==> src/rtl/mode_pkg.sv <==
// Shared types for the mode-request driver: wire codes on a[1:0], request FSM states
// and a counter-width helper.
package mode_pkg;

    typedef enum logic [1:0] {
        MODE_GRID   = 2'b00,
        MODE_EVOLVE = 2'b01,
        MODE_LFSR   = 2'b11
    } mode_code_t;

    typedef enum logic [1:0] {
        IDLE,
        LFSR,
        EVOLVE,
        GAP
    } req_state_t;

    localparam int NUM_BTN    = 3;
    localparam int BTN_LFSR   = 0;
    localparam int BTN_EVOLVE = 1;
    localparam int BTN_STOP   = 2;

    // GAP drives 00 like IDLE; the consumer only ever sees grid between modes.
    function automatic mode_code_t state_code(input req_state_t s);
        case (s)
            LFSR:    return MODE_LFSR;
            EVOLVE:  return MODE_EVOLVE;
            default: return MODE_GRID;
        endcase
    endfunction

    function automatic int unsigned cnt_width(input int unsigned n);
        return (n > 1) ? $clog2(n) : 1;
    endfunction

endpackage

==> src/rtl/btn_debounce.sv <==
// Raw button -> 2-flop synchroniser -> stability counter -> single-cycle press pulse
// on the accepted rising level. Holding the button never repeats the pulse.
module btn_debounce import mode_pkg::*; #(
    parameter int unsigned DEBOUNCE_CYCLES = 50000
) (
    input  logic clk,
    input  logic reset_n,
    input  logic btn,
    output logic press
);

    localparam int unsigned CW = cnt_width(DEBOUNCE_CYCLES);
    localparam logic [CW-1:0] CNT_LAST = CW'(DEBOUNCE_CYCLES - 1);

    logic          sync1_reg;
    logic          sync2_reg;
    logic          level_reg;
    logic          press_reg;
    logic [CW-1:0] cnt_reg;

    always_ff @(posedge clk or negedge reset_n) begin
        if (!reset_n) begin
            sync1_reg <= 1'b0;
            sync2_reg <= 1'b0;
            level_reg <= 1'b0;
            press_reg <= 1'b0;
            cnt_reg   <= '0;
        end else begin
            sync1_reg <= btn;
            sync2_reg <= sync1_reg;
            press_reg <= 1'b0;
            // Any sample agreeing with the accepted level restarts the stability window.
            if (sync2_reg == level_reg) begin
                cnt_reg <= '0;
            end else if (cnt_reg == CNT_LAST) begin
                level_reg <= sync2_reg;
                press_reg <= sync2_reg;
                cnt_reg   <= '0;
            end else begin
                cnt_reg <= cnt_reg + CW'(1);
            end
        end
    end

    assign press = press_reg;

endmodule

==> src/rtl/mode_request_gen.sv <==
// Mode-request driver: debounced buttons -> request FSM with forced 00 gap between
// non-zero codes, ack echo check. Optional auto-stop guarded by MODE_AUTO_STOP_EN.
module mode_request_gen import mode_pkg::*; #(
    parameter int unsigned DEBOUNCE_CYCLES = 50000,
    parameter int unsigned GAP_CYCLES      = 2,
    parameter int unsigned ACK_CYCLES      = 4,
    parameter int unsigned RUN_CYCLES      = 2**24
) (
    input  logic       clk,
    input  logic       reset_n,
    input  logic       btn_stop,
    input  logic       btn_evolve,
    input  logic       btn_lfsr,
    input  logic [1:0] active,
    output logic [1:0] a,
    output logic       busy,
    output logic       mismatch
);

    localparam int unsigned GW = cnt_width(GAP_CYCLES);
    localparam int unsigned AW = cnt_width(ACK_CYCLES + 1);
    localparam logic [GW-1:0] GAP_LAST = GW'(GAP_CYCLES - 1);
    localparam logic [AW-1:0] ACK_LAST = AW'(ACK_CYCLES - 1);
    localparam logic [AW-1:0] ACK_DONE = AW'(ACK_CYCLES);

    logic [NUM_BTN-1:0] btn_raw;
    logic [NUM_BTN-1:0] press;

    assign btn_raw[BTN_LFSR]   = btn_lfsr;
    assign btn_raw[BTN_EVOLVE] = btn_evolve;
    assign btn_raw[BTN_STOP]   = btn_stop;

    generate
        for (genvar gi = 0; gi < NUM_BTN; gi++) begin : g_btn
            btn_debounce #(
                .DEBOUNCE_CYCLES(DEBOUNCE_CYCLES)
            ) u_debounce (
                .clk    (clk),
                .reset_n(reset_n),
                .btn    (btn_raw[gi]),
                .press  (press[gi])
            );
        end
    endgenerate

    req_state_t    state_reg, state_next;
    req_state_t    target_reg, target_next;
    logic [GW-1:0] gap_cnt_reg, gap_cnt_next;
    logic [AW-1:0] ack_cnt_reg;
    mode_code_t    a_reg;
    logic          busy_reg;
    logic          mismatch_reg;
    logic          auto_stop;

`ifdef MODE_AUTO_STOP_EN
    localparam int unsigned RW = cnt_width(RUN_CYCLES);
    localparam logic [RW-1:0] RUN_LAST = RW'(RUN_CYCLES - 1);

    logic [RW-1:0] run_cnt_reg;

    assign auto_stop = ((state_reg == LFSR) || (state_reg == EVOLVE)) && (run_cnt_reg == RUN_LAST);

    always_ff @(posedge clk or negedge reset_n) begin
        if (!reset_n) begin
            run_cnt_reg <= '0;
        end else if (state_next != state_reg) begin
            run_cnt_reg <= '0;
        end else if ((state_reg == LFSR) || (state_reg == EVOLVE)) begin
            run_cnt_reg <= run_cnt_reg + RW'(1);
        end
    end
`else
    logic run_unused;
    assign run_unused = (RUN_CYCLES != 0);
    assign auto_stop  = 1'b0;
`endif

    always_comb begin
        state_next   = state_reg;
        target_next  = target_reg;
        gap_cnt_next = gap_cnt_reg;
        case (state_reg)
            IDLE: begin
                if (press[BTN_STOP])        state_next = IDLE;
                else if (press[BTN_LFSR])   state_next = LFSR;
                else if (press[BTN_EVOLVE]) state_next = EVOLVE;
            end
            LFSR: begin
                if (press[BTN_STOP]) begin
                    state_next = IDLE;
                end else if (!press[BTN_LFSR] && press[BTN_EVOLVE]) begin
                    state_next   = GAP;
                    target_next  = EVOLVE;
                    gap_cnt_next = '0;
                end
            end
            EVOLVE: begin
                if (press[BTN_STOP]) begin
                    state_next = IDLE;
                end else if (press[BTN_LFSR]) begin
                    state_next   = GAP;
                    target_next  = LFSR;
                    gap_cnt_next = '0;
                end
            end
            GAP: begin
                if (press[BTN_STOP]) begin
                    state_next = IDLE;
                end else begin
                    // Retarget without restarting the gap count.
                    if (press[BTN_LFSR])        target_next = LFSR;
                    else if (press[BTN_EVOLVE]) target_next = EVOLVE;
                    if (gap_cnt_reg == GAP_LAST) state_next = target_next;
                    else                         gap_cnt_next = gap_cnt_reg + GW'(1);
                end
            end
            default: state_next = IDLE;
        endcase
        if (auto_stop) state_next = IDLE;
    end

    always_ff @(posedge clk or negedge reset_n) begin
        if (!reset_n) begin
            state_reg    <= IDLE;
            target_reg   <= IDLE;
            gap_cnt_reg  <= '0;
            a_reg        <= MODE_GRID;
            busy_reg     <= 1'b0;
            ack_cnt_reg  <= ACK_DONE;
            mismatch_reg <= 1'b0;
        end else begin
            state_reg   <= state_next;
            target_reg  <= target_next;
            gap_cnt_reg <= gap_cnt_next;
            a_reg       <= state_code(state_next);
            busy_reg    <= (state_next != IDLE);
            if (state_code(state_next) != a_reg) ack_cnt_reg <= '0;
            else if (ack_cnt_reg != ACK_DONE)    ack_cnt_reg <= ack_cnt_reg + AW'(1);
            // Sticky until the FSM re-enters IDLE.
            if ((state_next == IDLE) && (state_reg != IDLE))
                mismatch_reg <= 1'b0;
            else if ((ack_cnt_reg == ACK_LAST) && (active != a_reg))
                mismatch_reg <= 1'b1;
        end
    end

    assign a        = a_reg;
    assign busy     = busy_reg;
    assign mismatch = mismatch_reg;

endmodule
==> config.mk <==
export PLATFORM = sky130hd
export DESIGN_NAME = mode_request_gen
export DESIGN_NICKNAME = d
export VERILOG_FILES = /design/src/rtl/mode_pkg.sv /design/src/rtl/btn_debounce.sv /design/src/rtl/mode_request_gen.sv
export SDC_FILE = /design/constraint.sdc
export NUM_CORES = 1
export LEC_CHECK = 0
export ABC_CLOCK_PERIOD_IN_PS = 1900
export BUFFER_PORTS_ARGS = -buffer_cell sky130_fd_sc_hd__buf_2
export CORE_UTILIZATION = 55
export CTS_BUF_LIST = sky130_fd_sc_hd__clkbuf_8
export CTS_CLUSTER_SIZE = 10
export DETAILED_ROUTE_END_ITERATION = 8
export HOLD_SLACK_MARGIN = 0.12
export PLACE_DENSITY = 0.75
export RECOVER_POWER = 25
export SLEW_MARGIN = 20
export SYNTH_ARGS = -nofsm -noshare
export SYNTH_HDL_FRONTEND = slang
export SYNTH_SLANG_ARGS = --single-unit
==> constraint.sdc <==
create_clock -name clk -period 1.9 [get_ports clk]
set_clock_uncertainty 0.15 [all_clocks]
set_input_delay 0.095 -clock clk [delete_from_list [all_inputs] [get_ports clk]]
set_output_delay 0.095 -clock clk [all_outputs]
set_load 0.005 [all_outputs]
==> results.txt, run 1 <==
Overall power consumption after layout is estimated at 3.04 mW. The number of buffers inserted by port buffering is 10. The peak ir drop on the vdd network came out at 0.611 mV.

Of all nets on the critical path, the largest fanout is 4. The area added between synthesis and finish came out at 20.8%. The mapped cell area came out at 0.00334 mm^2. The mean cell area of the mapped netlist came out at 10.3 um^2. In the routed design, unresolved DRC markers number 0.

After floorplanning, the core was sized to cover 0.00589 mm^2. Of all cell types, the one taking the most synthesized area is sky130_fd_sc_hd__dfrtp_1. The HPWL after detailed placement is 4.23 mm. The antenna diode instance count is 0.

The number of cell rows came out at 28. In this run the static leakage power is 1.77 nW. The synthesized design contains 0 enable-type register cells. Setup repair after global routing could not meet its margin everywhere. The headroom to the max-slew limit came out at 46.9%. The max-slew violation count is 0.

After the last flow step, the layout net total stands at 393. The overall global routing resource usage is 22.1%. The portion of the clock cycle consumed by the worst path in the final layout came out at 108%. The total number of clock tree sinks came out at 72. The flow ran to the end, but the final reports show violations. The hold violation total from the final report was 0. The worst flop-to-flop path endpoint is g_btn[2].u_debounce.level_reg. The number of global-route vias before repair came out at 2344. In this run, CTS created clock tree buffers numbering 9.

The wire length of the first global-routing pass is 10.6 mm. The floorplan step set the die width to 79.9 um. The kind of path behind the tightest hold check is register to register. The worst setup path is launched from a register. The met2 usage came out at 35.9%. The area enclosed by the die boundary came out at 0.00639 mm^2. The number of synthesized register bits came out at 72. The worst hold path stage count is 0. The number of instances in the synthesized netlist is 324.

The number of different library cells in the post-synthesis netlist is 40. The via count normalized by instance count is 5.31. The synthesized design devotes to its leading area cell type 53.2% of total area. The clock-pin slew on the worst setup and hold paths came out at 0.08 ns. The H-tree depth came out at 3. Synthesis produced a netlist with a net count of 338. The first detailed-routing pass took 4 iterations.

The number of max-capacitance violations reported is 0. The routability congestion estimate came out at 0.792. For hold timing, the worst endpoint is g_btn[0].u_debounce.sync2_reg. The share of post-route cells with drive strength above 1 is 18.5%. The startpoint identified for the worst register-to-register timing path is g_btn[2].u_debounce.cnt_reg[13]. STA classifies the critical path endpoint as a register.

The total via count in the routed design is 2439. After synthesis, the share of flip-flops with an asynchronous set or reset is 100%. The accumulated negative setup slack came out at -1.35 ns. In the post-synthesis netlist, the biggest area contributors are sky130_fd_sc_hd__dfrtp_1 53%, sky130_fd_sc_hd__xnor2_1 11%, sky130_fd_sc_hd__nor2_1 6.3%, sky130_fd_sc_hd__nor4_1 2.8%, sky130_fd_sc_hd__nand3_1 2.7%. The setup slack after placement came out at -0.145 ns.

The clock passes through at most 2 buffers. For this run, global-route usage on met3 was measured as 4.91%. The end-of-flow core utilization is 68.5%. Global routing finished with a remaining overflow of 0. The clock tree from TritonCTS is yes. The sequential element share of the synthesized area came out at 54.0%. Setup violations remaining at the end of the flow were counted as 19.

In this run the most critical hold path is launched from g_btn[0].u_debounce.sync1_reg. The layer flagged by global routing as most heavily used is met2. The wire length after detailed routing came out at 6.28 mm. Entering global routing, the biggest net connects 35 pins. The count of nets left with antenna violations once routing finished came out at 0. Dividing total power by cell area gives a power density of 755 mW/mm^2.

The most used flip-flop cell after synthesis is sky130_fd_sc_hd__dfrtp_1. The checks that failed: setup timing. Once the floorplan was initialized, standard cells occupied 56.7% of the core. The minimum clock period is 2.04 ns.

The count of cells along the worst register-to-register path is 3. Data on the critical path arrives at its endpoint at 2.13 ns. The top-level port count came out at 11. The average routed wire per standard cell is 13.7 um. The register with the most flip-flops in the layout has 48 of them. The source-to-sink clock delay at the later pin of the worst-skew pair is 0.35 ns. The met1 usage in global routing is 27.9%. The final worst slack is -0.145 ns. The DRC marker count from the first detailed-route iteration is 147.

Setup slack on the worst reg-to-reg path comes out at -0.14 ns. The die extent in y is 79.9 um. The slew of the pin with the lowest slew margin is 0.794 ns. The initial antenna violation count is 0.

The number of warnings reported in the yosys synthesis log is 0. The maximum clock rate came out at 489 MHz. CTS placed an instance of sky130_fd_sc_hd__clkbuf_8 at the clock tree root.

The worst setup path is of the register to register kind. Data on the critical path is required at its endpoint by 1.98 ns.
-- area by class of cell --
| class | instances | area [um^2] |
|---|---|---|
| fill | 439 | 1850 |
| sequential | 72 | 1800 |
| multi-input combinational | 231 | 1480 |
| timing repair buffer | 48 | 365 |
| clock buffer | 9 | 124 |
| clock inverter | 7 | 104 |
| tap | 75 | 93.8 |
| inverter | 17 | 63.8 |
-- layer usage --
layer / vias to the layer above / share of wire, %
li1: 1212 / -
met1: 1175 / 47
met2: 35 / 48
met3: 17 / 2.6
met4: 0 / 2.6
met5: - / 0
-- layout by cell type, fill, tap and decap left out, types with 4 or more instances in the layout --
| cell | n |
|---|---|
| sky130_fd_sc_hd__nand2_1 | 21 |
| sky130_fd_sc_hd__buf_4 | 28 |
| sky130_fd_sc_hd__and3_1 | 4 |
| sky130_fd_sc_hd__nand3_1 | 17 |
| sky130_fd_sc_hd__xnor2_1 | 41 |
| sky130_fd_sc_hd__nand4_1 | 10 |
| sky130_fd_sc_hd__ha_1 | 7 |
| sky130_fd_sc_hd__buf_2 | 9 |
| sky130_fd_sc_hd__dfrtp_1 | 71 |
| sky130_fd_sc_hd__o21ai_0 | 4 |
| sky130_fd_sc_hd__xor2_1 | 8 |
| sky130_fd_sc_hd__a21oi_1 | 6 |
| sky130_fd_sc_hd__dlygate4sd3_1 | 7 |
| sky130_fd_sc_hd__clkbuf_8 | 9 |
| sky130_fd_sc_hd__nor3_1 | 11 |
| sky130_fd_sc_hd__nor2_1 | 56 |
| sky130_fd_sc_hd__inv_1 | 17 |
| sky130_fd_sc_hd__nor4_1 | 14 |
-- kinds of logic (layout without fill, tap and decap cells) --
group	Yosys count	in the layout	synth area share [%]
AOI/OAI and AO/OA	16	16	3.11
xor gates and xnor gates	49	49	12.9
adders and majority gates	7	7	2.62
buffers and inverters	21	81	2.66
DFF	72	72	54.0
muxes	3	3	1.12
and+or+nand+nor	156	156	23.6
-- worst max-delay path by stage --
stage,start,to,slack (ns),depth (start not counted)
after floorplan,g_btn[2].u_debounce.cnt_reg[5],g_btn[2].u_debounce.level_reg,-0.13,3
after global placement,g_btn[2].u_debounce.cnt_reg[5],g_btn[2].u_debounce.level_reg,-0.11,3
after detailed placement,g_btn[2].u_debounce.cnt_reg[5],g_btn[2].u_debounce.level_reg,-0.14,3
after CTS,g_btn[2].u_debounce.cnt_reg[5],g_btn[2].u_debounce.level_reg,-0.14,3
after global routing,g_btn[2].u_debounce.cnt_reg[13],g_btn[2].u_debounce.level_reg,-0.17,3
final,g_btn[2].u_debounce.cnt_reg[13],g_btn[2].u_debounce.level_reg,-0.14,3
-- cells in the mapped netlist (2+ instances only) --
library cell,number
sky130_fd_sc_hd__and3_1,4
sky130_fd_sc_hd__nor3b_1,3
sky130_fd_sc_hd__ha_1,7
sky130_fd_sc_hd__nand3_1,18
sky130_fd_sc_hd__mux2_2,2
sky130_fd_sc_hd__xnor2_1,41
sky130_fd_sc_hd__nor3_1,11
sky130_fd_sc_hd__nor2_1,56
sky130_fd_sc_hd__nor4bb_1,2
sky130_fd_sc_hd__buf_2,2
sky130_fd_sc_hd__xor2_1,8
sky130_fd_sc_hd__a21oi_1,6
sky130_fd_sc_hd__nand2_1,21
sky130_fd_sc_hd__nor4_1,15
sky130_fd_sc_hd__o21ai_0,5
sky130_fd_sc_hd__nor2b_1,3
sky130_fd_sc_hd__nand4b_1,2
sky130_fd_sc_hd__nand4_1,10
sky130_fd_sc_hd__dfrtp_1,71
sky130_fd_sc_hd__inv_1,17
-- timing repair --
action / in CTS / in global routing
cloned: 0 / 0
endpoints found under the setup margin: 19 / 50
pin swaps: 2 / 6
setup buffers: 0 / 3
gates resized for setup: 1 / 3
hold buffers: 7 / 0
hold endpoints to repair: 76 / 0
-- critical path: stages, from the launching register on --
cell,delay [ns]
sky130_fd_sc_hd__dfrtp_1,0.38
sky130_fd_sc_hd__or4b_4,0.53
sky130_fd_sc_hd__or4_4,0.57
sky130_fd_sc_hd__mux2_4,0.31
-- metrics by stage --
step | cells | hold slack (ns) | area, um^2
floorplan | 324 | -0.351 | 3360
global placement | 433 | -0.0574 | 3710
detailed placement | 433 | -0.0597 | 3710
CTS | 456 | 0.149 | 4020
global route | 459 | 0.213 | 4030
finish | 459 | 0.201 | 4030
-- where the power goes --
part | switching [mW] | internal [mW]
clock | 0.594 | 0.755
combinational | 0.0707 | 0.0504
sequential | 0.0186 | 1.55
No activity file was read; power rests on OpenSTA's default activity.
==> inputs of run 2 (changes only) <==
- BUFFER_PORTS_ARGS: -buffer_cell sky130_fd_sc_hd__buf_2 -> unset
- CORE_ASPECT_RATIO: unset -> 1.2
- DONT_BUFFER_PORTS: unset -> 1
- PLACE_DENSITY: 0.75 -> 0.73
==> run 2 against run 1 <==
Net effect: the flow finishes with violations (hold timing, setup timing); cell count shrank 1.5%; utilization up 0.48 points; largest cell class unchanged; via count decreased by 0.45%; clock power down 26%; sequential power is essentially flat; combinational power is 35% lower; largest power group unchanged; fmax fell by 0.52%.
==> results.txt, run 2 (synthesis gave the netlist of run 1 again) <==
Outcome: finished, violations left (unchanged). Violated checks: hold timing, setup timing (was setup timing). The combinational group share of total power is 3.0% (was 4.0%). The flip-flop and latch area is 0.00180 mm^2 (about the same). The global route total overflow is 0 (unchanged).

CP Cell Sequence: or4b_4, or4_4, mux2_4 (unchanged). The length of the first detailed-routing pass in iterations came out at 5 (was 4). The switching component of the power came out at 0.600 mW (was 0.683 mW). The accumulated negative setup slack is -2.30 ns (was -1.35 ns). The antenna diode instance count came to 0 (unchanged). The total via count in the routed design is 2428 (was 2439). The met1 usage in global routing is 25.8% (was 27.9%). The number of buffers inserted by port buffering came out at 0 (was 10). The internal power summed over all cells is 2.06 mW (was 2.36 mW). The type of destination of the critical path is a register (unchanged). The worst hold slack came out at -0.711 ns (was 0.201 ns). The source-to-sink clock delay at the later pin of the worst-skew pair is 0.34 ns (was 0.35 ns). The DRC violation count after routing came out at 0 (unchanged). The leakage component of the power was 1.71 nW (was 1.77 nW). The overall global routing resource usage came out at 21.0% (was 22.1%).

The max-slew violation count is 0 (unchanged). The total number of clock tree sinks was 72 (unchanged). The area of the multi-input gates came out at 0.00154 mm^2 (was 0.00148 mm^2).

The cell at the slowest stage of the critical path is sky130_fd_sc_hd__or4_4 (unchanged). The pin count of the biggest net entering global routing was 73 (was 35). The maximum clock rate came out at 487 MHz (was 489 MHz).

The type of the worst setup path is register to register (unchanged). The via count normalized by instance count is 5.37 (was 5.31). The quantity of hold-fixing buffers added after cts is 5 (was 7). The number of cell rows came out at 30 (was 28).

The minimum clock period came out at 2.06 ns (was 2.04 ns). The post-route non-filler standard cell count came out at 452 (was 459). The clock group share of total power is 37.8% (was 44.3%). The number of filler cells placed in the layout came out at 455 (was 439). The cell area power density is 670 mW/mm^2 (was 755 mW/mm^2). The most common library cell in the layout ignoring fill and taps is sky130_fd_sc_hd__dfrtp_1 (unchanged). The net switching share of the total power came to 22.6% (was 22.5%). The internal reg-to-reg setup slack is -0.16 ns (was -0.14 ns). The critical path required time came out at 1.98 ns (about the same).

The number of global-route vias before repair came out at 2334 (was 2344). Most used cells in the layout excluding fill and tap cells: 70 x sky130_fd_sc_hd__dfrtp_1, 55 x sky130_fd_sc_hd__nor2_1, 41 x sky130_fd_sc_hd__xnor2_1 (was 71 x sky130_fd_sc_hd__dfrtp_1, 56 x sky130_fd_sc_hd__nor2_1, 41 x sky130_fd_sc_hd__xnor2_1). The post-route standard cell area excluding fillers is 0.00396 mm^2 (was 0.00403 mm^2).

The wire length after detailed routing was 5.75 mm (was 6.28 mm). The area enclosed by the die boundary came out at 0.00639 mm^2 (about the same). The flip-flop count of the largest register after layout is 48 (unchanged). The net count of the finished layout came to 381 (was 393). The placeable core region is 0.00574 mm^2 (was 0.00589 mm^2). The routability congestion estimate is 0.780 (was 0.792). The clock-pin slew on the worst setup and hold paths came out at 0.07 ns (was 0.08 ns). The critical path's largest stage delay came to 0.57 ns (about the same).

The category of the worst setup path launch point is a register (unchanged). The biggest fanout along the worst timing path came out at 5 (was 4). The number of max-capacitance violations reported is 0 (unchanged). The post-route antenna net violation count was 0 (unchanged). The total cell area at the placement stage came out at 0.00363 mm^2 (was 0.00371 mm^2). The top-level port count came out at 11 (unchanged). The global-route track usage on met3 was 6.60% (was 4.91%). The highest-utilization routing layer at the global route stage is met2 (unchanged). The share of post-route cells with drive strength above 1 is 18.5% (about the same).

The kind of path behind the tightest hold check was input pin to async pin (was register to register). The total of endpoints with negative setup slack in the final report came out at 18 (was 19). The starting density of the core was 58.1% (was 56.7%).

The slew of the pin with the lowest slew margin came out at 0.705 ns (was 0.794 ns). The portion of the clock cycle consumed by the worst path in the final layout came out at 108% (about the same). The overall power after layout came to 2.66 mW (was 3.04 mW). The average routed wire per standard cell came to 12.7 um (was 13.7 um). The worst flop-to-flop path endpoint is g_btn[2].u_debounce.level_reg (unchanged). The clock tree from TritonCTS is yes (unchanged). The CTS root buffer is sky130_fd_sc_hd__clkbuf_8 (unchanged).

The headroom to the max-slew limit came out at 52.8% (was 46.9%). The count of cells along the worst register-to-register path was 3 (unchanged). The initial antenna violation count came out at 0 (unchanged).

The peak ir drop on the vdd network came out at 0.702 mV (was 0.611 mV). The wire length of the first global-routing pass came out at 10.0 mm (was 10.6 mm). The die width came to 73.1 um (was 79.9 um). The final worst slack is -0.155 ns (was -0.145 ns). The maximum clock insertion buffer count came to 2 (unchanged). Setup repair after global routing missed its margin: yes (unchanged). The signal arrival time at the worst endpoint is 2.14 ns (was 2.13 ns). The register share of total power came out at 59.3% (was 51.7%). The area added between synthesis and finish is 18.7% (was 20.8%). The hold violation total from the final report came out at 72 (was 0). The die extent in y came out at 87.4 um (was 79.9 um). The number of buffers created by CTS is 9 (unchanged). The DRC marker count from the first detailed-route iteration was 109 (was 147). The origin of the critical flop-to-flop path was g_btn[2].u_debounce.cnt_reg[11] (was g_btn[2].u_debounce.cnt_reg[13]). The H-tree depth is 3 (unchanged). The cell total after placement is 426 (was 433). The met2 usage is 34.2% (was 35.9%).

The estimated wirelength of the detail-placed design came out at 3.84 mm (was 4.23 mm).
[run 2: changes by cell type in the layout (fill, tap and decap cells not counted), moves of 2 or more]
| cell | change |
|---|---|
| sky130_fd_sc_hd__buf_2 | -9 |
| sky130_fd_sc_hd__clkinv_2 | +4 |
| sky130_fd_sc_hd__buf_6 | +2 |
| sky130_fd_sc_hd__bufinv_16 | -2 |
| sky130_fd_sc_hd__clkinv_4 | -2 |
| sky130_fd_sc_hd__dlygate4sd3_1 | -2 |
| sky130_fd_sc_hd__inv_6 | -2 |
[run 2: cell type report]
class	instances	area share (%)
Clock buffer	9	3.13
Clock inverter	7	1.01
Inverter	17	1.61
Multi-Input combinational cell	232	39.0
Sequential cell	72	45.5
Tap cell	80	2.53
Timing Repair Buffer	35	7.23
[run 2: worst max-delay path by stage]
| stage | start | to | slack, ns | cells past startpoint |
|---|---|---|---|---|
| 2_1_floorplan | g_btn[2].u_debounce.cnt_reg[5] | g_btn[2].u_debounce.level_reg | -0.13 | 3 |
| 3_3_place_gp | g_btn[2].u_debounce.cnt_reg[5] | g_btn[2].u_debounce.level_reg | -0.10 | 3 |
| 3_5_place_dp | g_btn[2].u_debounce.cnt_reg[5] | g_btn[2].u_debounce.level_reg | -0.14 | 3 |
| 4_1_cts | g_btn[2].u_debounce.cnt_reg[5] | g_btn[2].u_debounce.cnt_reg[3] | -0.14 | 5 |
| 5_1_grt | g_btn[2].u_debounce.cnt_reg[11] | g_btn[2].u_debounce.cnt_reg[14] | -0.18 | 5 |
| 6_report | g_btn[2].u_debounce.cnt_reg[11] | g_btn[2].u_debounce.level_reg | -0.16 | 3 |
[run 2: worst max-delay path, delay by kind of cell, from the launching register on]
| family | cells | cell delay [ns] |
|---|---|---|
| simple gates | 2 | 1.11 |
| mux | 1 | 0.31 |
| flops | 1 | 0.38 |
[run 2: routing by layer]
metal / vias up / wire length [um]
li1: 1197 / -
met1: 1187 / 2660
met2: 35 / 2820
met3: 9 / 182
met4: 0 / 91
met5: - / 0
[run 2: metrics by stage]
| stage | utilization, % | worst slack (ns) |
|---|---|---|
| 2_1_floorplan | - | -0.133 |
| 6_report | 69.0 | -0.155 |
| 4_1_cts | 67.5 | -0.137 |
| 3_3_place_gp | 63.2 | -0.101 |
| 3_5_place_dp | 63.2 | -0.137 |
| 5_1_grt | 69.0 | -0.184 |
[run 2: what timing repair did]
item                       in CTS  in global routing
gates resized for setup         2                 15
pin swaps                       3                 10
setup endpoints to repair      20                 54
buffers inserted                2                  2
hold endpoints to repair       76                 72
cloned                          1                  0
[run 2: power by group through the flow]
stage,Combinational [mW],Clock [mW],Sequential [mW]
2_1_floorplan,0.0462,0,1.60
3_3_place_gp,0.0658,0,1.60
3_5_place_dp,0.0663,0,1.60
4_1_cts,0.0788,1.05,1.57
5_1_grt,0.0878,1.11,1.58
6_report,0.0792,1.00,1.57
==> inputs of run 3 (changes only) <==
- SKIP_LAST_GASP: unset -> 1
- SYNTH_HIERARCHICAL: unset -> 1
==> run 3 against run 2 <==
Net effect: the run ends with hold timing left; setup slack better by 0.28 ns; fmax up 16%; wire length up 4.1%; utilization down 5.4 points; critical path type unchanged; largest cell class unchanged; largest power group unchanged; highest routed layer unchanged.
==> results.txt, run 3 <==
CP Cell Sequence: nand3b_1, o221ai_2, inv_1, ha_1, xor2_1, nand2_1, a21oi_1 (was or4b_4, or4_4, mux2_4). Violated checks: hold timing (was hold timing, setup timing). The via count normalized by instance count was 5.47 (was 5.37). The clock-pin slew on the worst setup and hold paths came out at 0.08 ns (was 0.07 ns).

The sequential element share of the synthesized area is 51.3% (was 54.0%). The number of global-route vias before repair is 2293 (was 2334). The hold violation total from the final report came out at 72 (unchanged). The leakage component of the power is 1.66 nW (was 1.71 nW). The CTS root buffer is sky130_fd_sc_hd__clkbuf_8 (unchanged). The source-to-sink clock delay at the later pin of the worst-skew pair came to 0.35 ns (was 0.34 ns). The total cell area at the placement stage is 0.00362 mm^2 (was 0.00363 mm^2). The origin of the critical flop-to-flop path is g_btn[0].u_debounce/press (was g_btn[2].u_debounce.cnt_reg[11]). The net count of the mapped netlist came out at 348 (was 338). The critical path required time was 2.02 ns (was 1.98 ns).

The pin count of the biggest net entering global routing came out at 73 (unchanged). The most used flip-flop cell after synthesis is sky130_fd_sc_hd__dfrtp_1 (unchanged). The area added between synthesis and finish is 10.0% (was 18.7%). The length of the first detailed-routing pass in iterations was 4 (was 5). The number of instances in the synthesized netlist is 334 (was 324).

The number of filler cells placed in the layout is 516 (was 455). The worst hold slack is -0.716 ns (was -0.711 ns). The total number of clock tree sinks is 72 (unchanged). The maximum clock rate came out at 562 MHz (was 487 MHz).

The portion of the clock cycle consumed by the worst path in the final layout is 93.6% (was 108%). The quantity of hold-fixing buffers added after cts came out at 5 (unchanged). The die extent in y is 89.6 um (was 87.4 um). The placeable core region is 0.00609 mm^2 (was 0.00574 mm^2). The area enclosed by the die boundary came to 0.00672 mm^2 (was 0.00639 mm^2). The peak ir drop on the vdd network came out at 0.543 mV (was 0.702 mV). The wire length of the first global-routing pass came to 10.2 mm (was 10.0 mm). The number of synthesized register bits came out at 72 (unchanged).

The number of buffers inserted by port buffering came to 0 (unchanged). The async set or reset register ratio after synthesis is 100% (unchanged). The category of the worst setup path launch point is a register (unchanged). The DRC marker count from the first detailed-route iteration is 108 (was 109). The type of destination of the critical path is a register (unchanged). The DRC violation count after routing is 0 (unchanged). The most common library cell in the layout ignoring fill and taps is sky130_fd_sc_hd__dfrtp_1 (unchanged). The wire length after detailed routing came out at 5.99 mm (was 5.75 mm).

The slew of the pin with the lowest slew margin is 0.419 ns (was 0.705 ns). The critical path's largest stage delay was 0.41 ns (was 0.57 ns). The cell total after placement is 416 (was 426). The end-of-flow core utilization came out at 63.6% (was 69.0%). The total of endpoints with negative setup slack in the final report is 0 (was 18). The cell taking the most area after synthesis is sky130_fd_sc_hd__dfrtp_1 (unchanged). The starting density of the core is 57.8% (was 58.1%).

The final worst slack came out at 0.122 ns (was -0.155 ns). The maximum clock insertion buffer count is 2 (unchanged). The cell area power density is 729 mW/mm^2 (was 670 mW/mm^2). The die width was 75 um (was 73.1 um). The most frequently used cell type in the post-synthesis netlist is sky130_fd_sc_hd__dfrtp_1 (unchanged). The biggest fanout along the worst timing path is 3 (was 5). The net count of the finished layout was 365 (was 381). Outcome: finished, violations left (unchanged). The kind of path behind the tightest hold check is input pin to async pin (unchanged).

The minimum clock period is 1.78 ns (was 2.06 ns). The total via count in the routed design was 2394 (was 2428). The number of warnings reported in the yosys synthesis log is 6 (was 0). The fraction of post-synthesis cell area in the top cell type by area is 50.5% (was 53.2%). The global route total overflow came out at 0 (unchanged). The post-route antenna net violation count is 0 (unchanged). The number of enable-type register cells in the synthesized netlist came out at 0 (unchanged). The type of the worst setup path is register to register (unchanged). The headroom to the max-slew limit came to 71.8% (was 52.8%). The count of cells along the worst register-to-register path is 7 (was 3). The H-tree depth came out at 3 (unchanged). The routability congestion estimate is 0.898 (was 0.780). The number of buffers created by CTS came to 9 (unchanged). The flip-flop count of the largest register after layout came out at 48 (unchanged). Commonest cells in the synthesized netlist: 71 x sky130_fd_sc_hd__dfrtp_1, 55 x sky130_fd_sc_hd__nor2_1, 35 x sky130_fd_sc_hd__xnor2_1 (was 71 x sky130_fd_sc_hd__dfrtp_1, 56 x sky130_fd_sc_hd__nor2_1, 41 x sky130_fd_sc_hd__xnor2_1). The number of max-capacitance violations reported is 0 (unchanged). The internal reg-to-reg setup slack came out at 0.12 ns (was -0.16 ns).

The estimated wirelength of the detail-placed design came to 4.00 mm (was 3.84 mm). The antenna diode instance count is 0 (unchanged). The max-slew violation count came out at 0 (unchanged).

The overall global routing resource usage came out at 20.6% (was 21.0%). The number of different library cells in the post-synthesis netlist is 37 (was 40). Top post-synthesis cells by area: sky130_fd_sc_hd__dfrtp_1 51%, sky130_fd_sc_hd__xnor2_1 8.7%, sky130_fd_sc_hd__nor2_1 5.9%, sky130_fd_sc_hd__xor2_1 3.7%, sky130_fd_sc_hd__nand4_1 3.2% (was sky130_fd_sc_hd__dfrtp_1 53%, sky130_fd_sc_hd__xnor2_1 11%, sky130_fd_sc_hd__nor2_1 6.3%, sky130_fd_sc_hd__nor4_1 2.8%, sky130_fd_sc_hd__nand3_1 2.7%). The top-level port count came to 11 (unchanged).

The average routed wire per standard cell came out at 13.7 um (was 12.7 um). The initial antenna violation count came to 0 (unchanged). The clock tree from TritonCTS is yes (unchanged). The accumulated negative setup slack is 0 ns (was -2.30 ns). The mean cell area of the mapped netlist is 10.5 um^2 (was 10.3 um^2). The post-route standard cell area excluding fillers is 0.00387 mm^2 (was 0.00396 mm^2). The share of post-route cells with drive strength above 1 is 14.9% (was 18.5%). The worst flop-to-flop path endpoint is ack_cnt_reg[2] (was g_btn[2].u_debounce.level_reg). The post-route non-filler standard cell count came out at 438 (was 452). The setup slack after placement is 0.117 ns (was -0.137 ns). Setup repair after global routing missed its margin: no (was yes).

The mapped cell area came out at 0.00352 mm^2 (was 0.00334 mm^2). The cell at the slowest stage of the critical path is sky130_fd_sc_hd__dfrtp_2 (was sky130_fd_sc_hd__or4_4). The signal arrival time at the worst endpoint was 1.90 ns (was 2.14 ns). The number of cell rows is 31 (was 30). Most used cells in the layout excluding fill and tap cells: 70 x sky130_fd_sc_hd__dfrtp_1, 55 x sky130_fd_sc_hd__nor2_1, 35 x sky130_fd_sc_hd__xnor2_1 (was 70 x sky130_fd_sc_hd__dfrtp_1, 55 x sky130_fd_sc_hd__nor2_1, 41 x sky130_fd_sc_hd__xnor2_1).
[run 3: cell count changes in the layout (fill, tap and decap cells not counted), moves of 3 or more]
| cell | change |
|---|---|
| sky130_fd_sc_hd__nand2_1 | -6 |
| sky130_fd_sc_hd__and4bb_2 | +3 |
| sky130_fd_sc_hd__nor3b_1 | -3 |
| sky130_fd_sc_hd__buf_4 | -14 |
| sky130_fd_sc_hd__xnor2_1 | -6 |
| sky130_fd_sc_hd__nand4_1 | +8 |
| sky130_fd_sc_hd__or3_1 | +3 |
| sky130_fd_sc_hd__nor3b_2 | +3 |
| sky130_fd_sc_hd__nor3_1 | -5 |
| sky130_fd_sc_hd__nand3_1 | +3 |
| sky130_fd_sc_hd__xor2_1 | +8 |
| sky130_fd_sc_hd__buf_6 | -3 |
[run 3: worst max path at each step]
stage,start,endpoint,cells after the start
floorplan,g_btn[0].u_debounce/press,ack_cnt_reg[0],7
detailed placement,g_btn[0].u_debounce/press,ack_cnt_reg[2],7
global placement,g_btn[0].u_debounce/press,ack_cnt_reg[2],7
finish,g_btn[0].u_debounce/press,ack_cnt_reg[2],7
global route,state_reg[1],ack_cnt_reg[2],6
CTS,g_btn[0].u_debounce/press,ack_cnt_reg[2],7
[run 3: layout make-up]
class	count	area, um^2	area share, %
clock inverter	7	71.3	1.84
sequential	72	1800	46.6
tap	82	103	2.65
timing repair buffer	18	148	3.82
multi-input combinational	234	1560	40.3
inverter	16	60.1	1.55
clock buffer	9	124	3.20
[run 3: where the power goes]
part	leakage, nW	internal [mW]	total [mW]	switching [mW]
registers	0.974	1.55	1.57	0.0198
logic	0.585	0.0303	0.0602	0.0299
clock network	0.103	0.608	1.19	0.580
total	1.66	2.19	2.82	0.629
[run 3: logic make-up (layout without fill, tap and decap cells)]
family | Yosys count | after routing | synth area share (%)
AND/OR/NAND/NOR | 162 | 162 | 25.9
XOR/XNOR | 50 | 50 | 12.5
multiplexers | 3 | 3 | 0.960
buffers and inverters | 28 | 50 | 4.38
flip-flops | 72 | 72 | 51.3
adder cells (fa/ha/maj) | 7 | 7 | 2.49
AO/OA/AOI/OAI | 12 | 12 | 2.53
[run 3: what timing repair did]
action / CTS / global route
setup endpoints to repair: 0 / 3
buffers inserted: 0 / 1
endpoints found under the hold margin: 76 / 72
resized for setup: 0 / 1
[run 3: through the flow]
step / hold WS, ns / power, mW
floorplan: -0.351 / 1.64
global placement: -0.349 / 1.66
detailed placement: -0.349 / 1.66
CTS: -0.736 / 2.86
global route: -0.746 / 2.93
finish: -0.716 / 2.82
[run 3: critical path: cells and delay by family (launching register included)]
family                   cells  cell delay [ns]
buffers and inverters        1             0.07
adder cells (fa/ha/maj)      1             0.30
flip-flops                   1             0.41
AND/OR/NAND/NOR              2             0.29
XOR/XNOR                     1             0.15
AO/OA/AOI/OAI                2             0.34
[run 3: metal layers]
metal | vias up | wire length (um) | part of all wire [%] | track usage [%]
met1 | 1168 | 2760 | 46 | 25.5
li1 | 1181 | - | - | -
met4 | 0 | 81 | 1.4 | 8.75
met2 | 35 | 2950 | 49 | 33.6
met5 | - | 0 | 0 | 0
met3 | 10 | 196 | 3.3 | 6.25
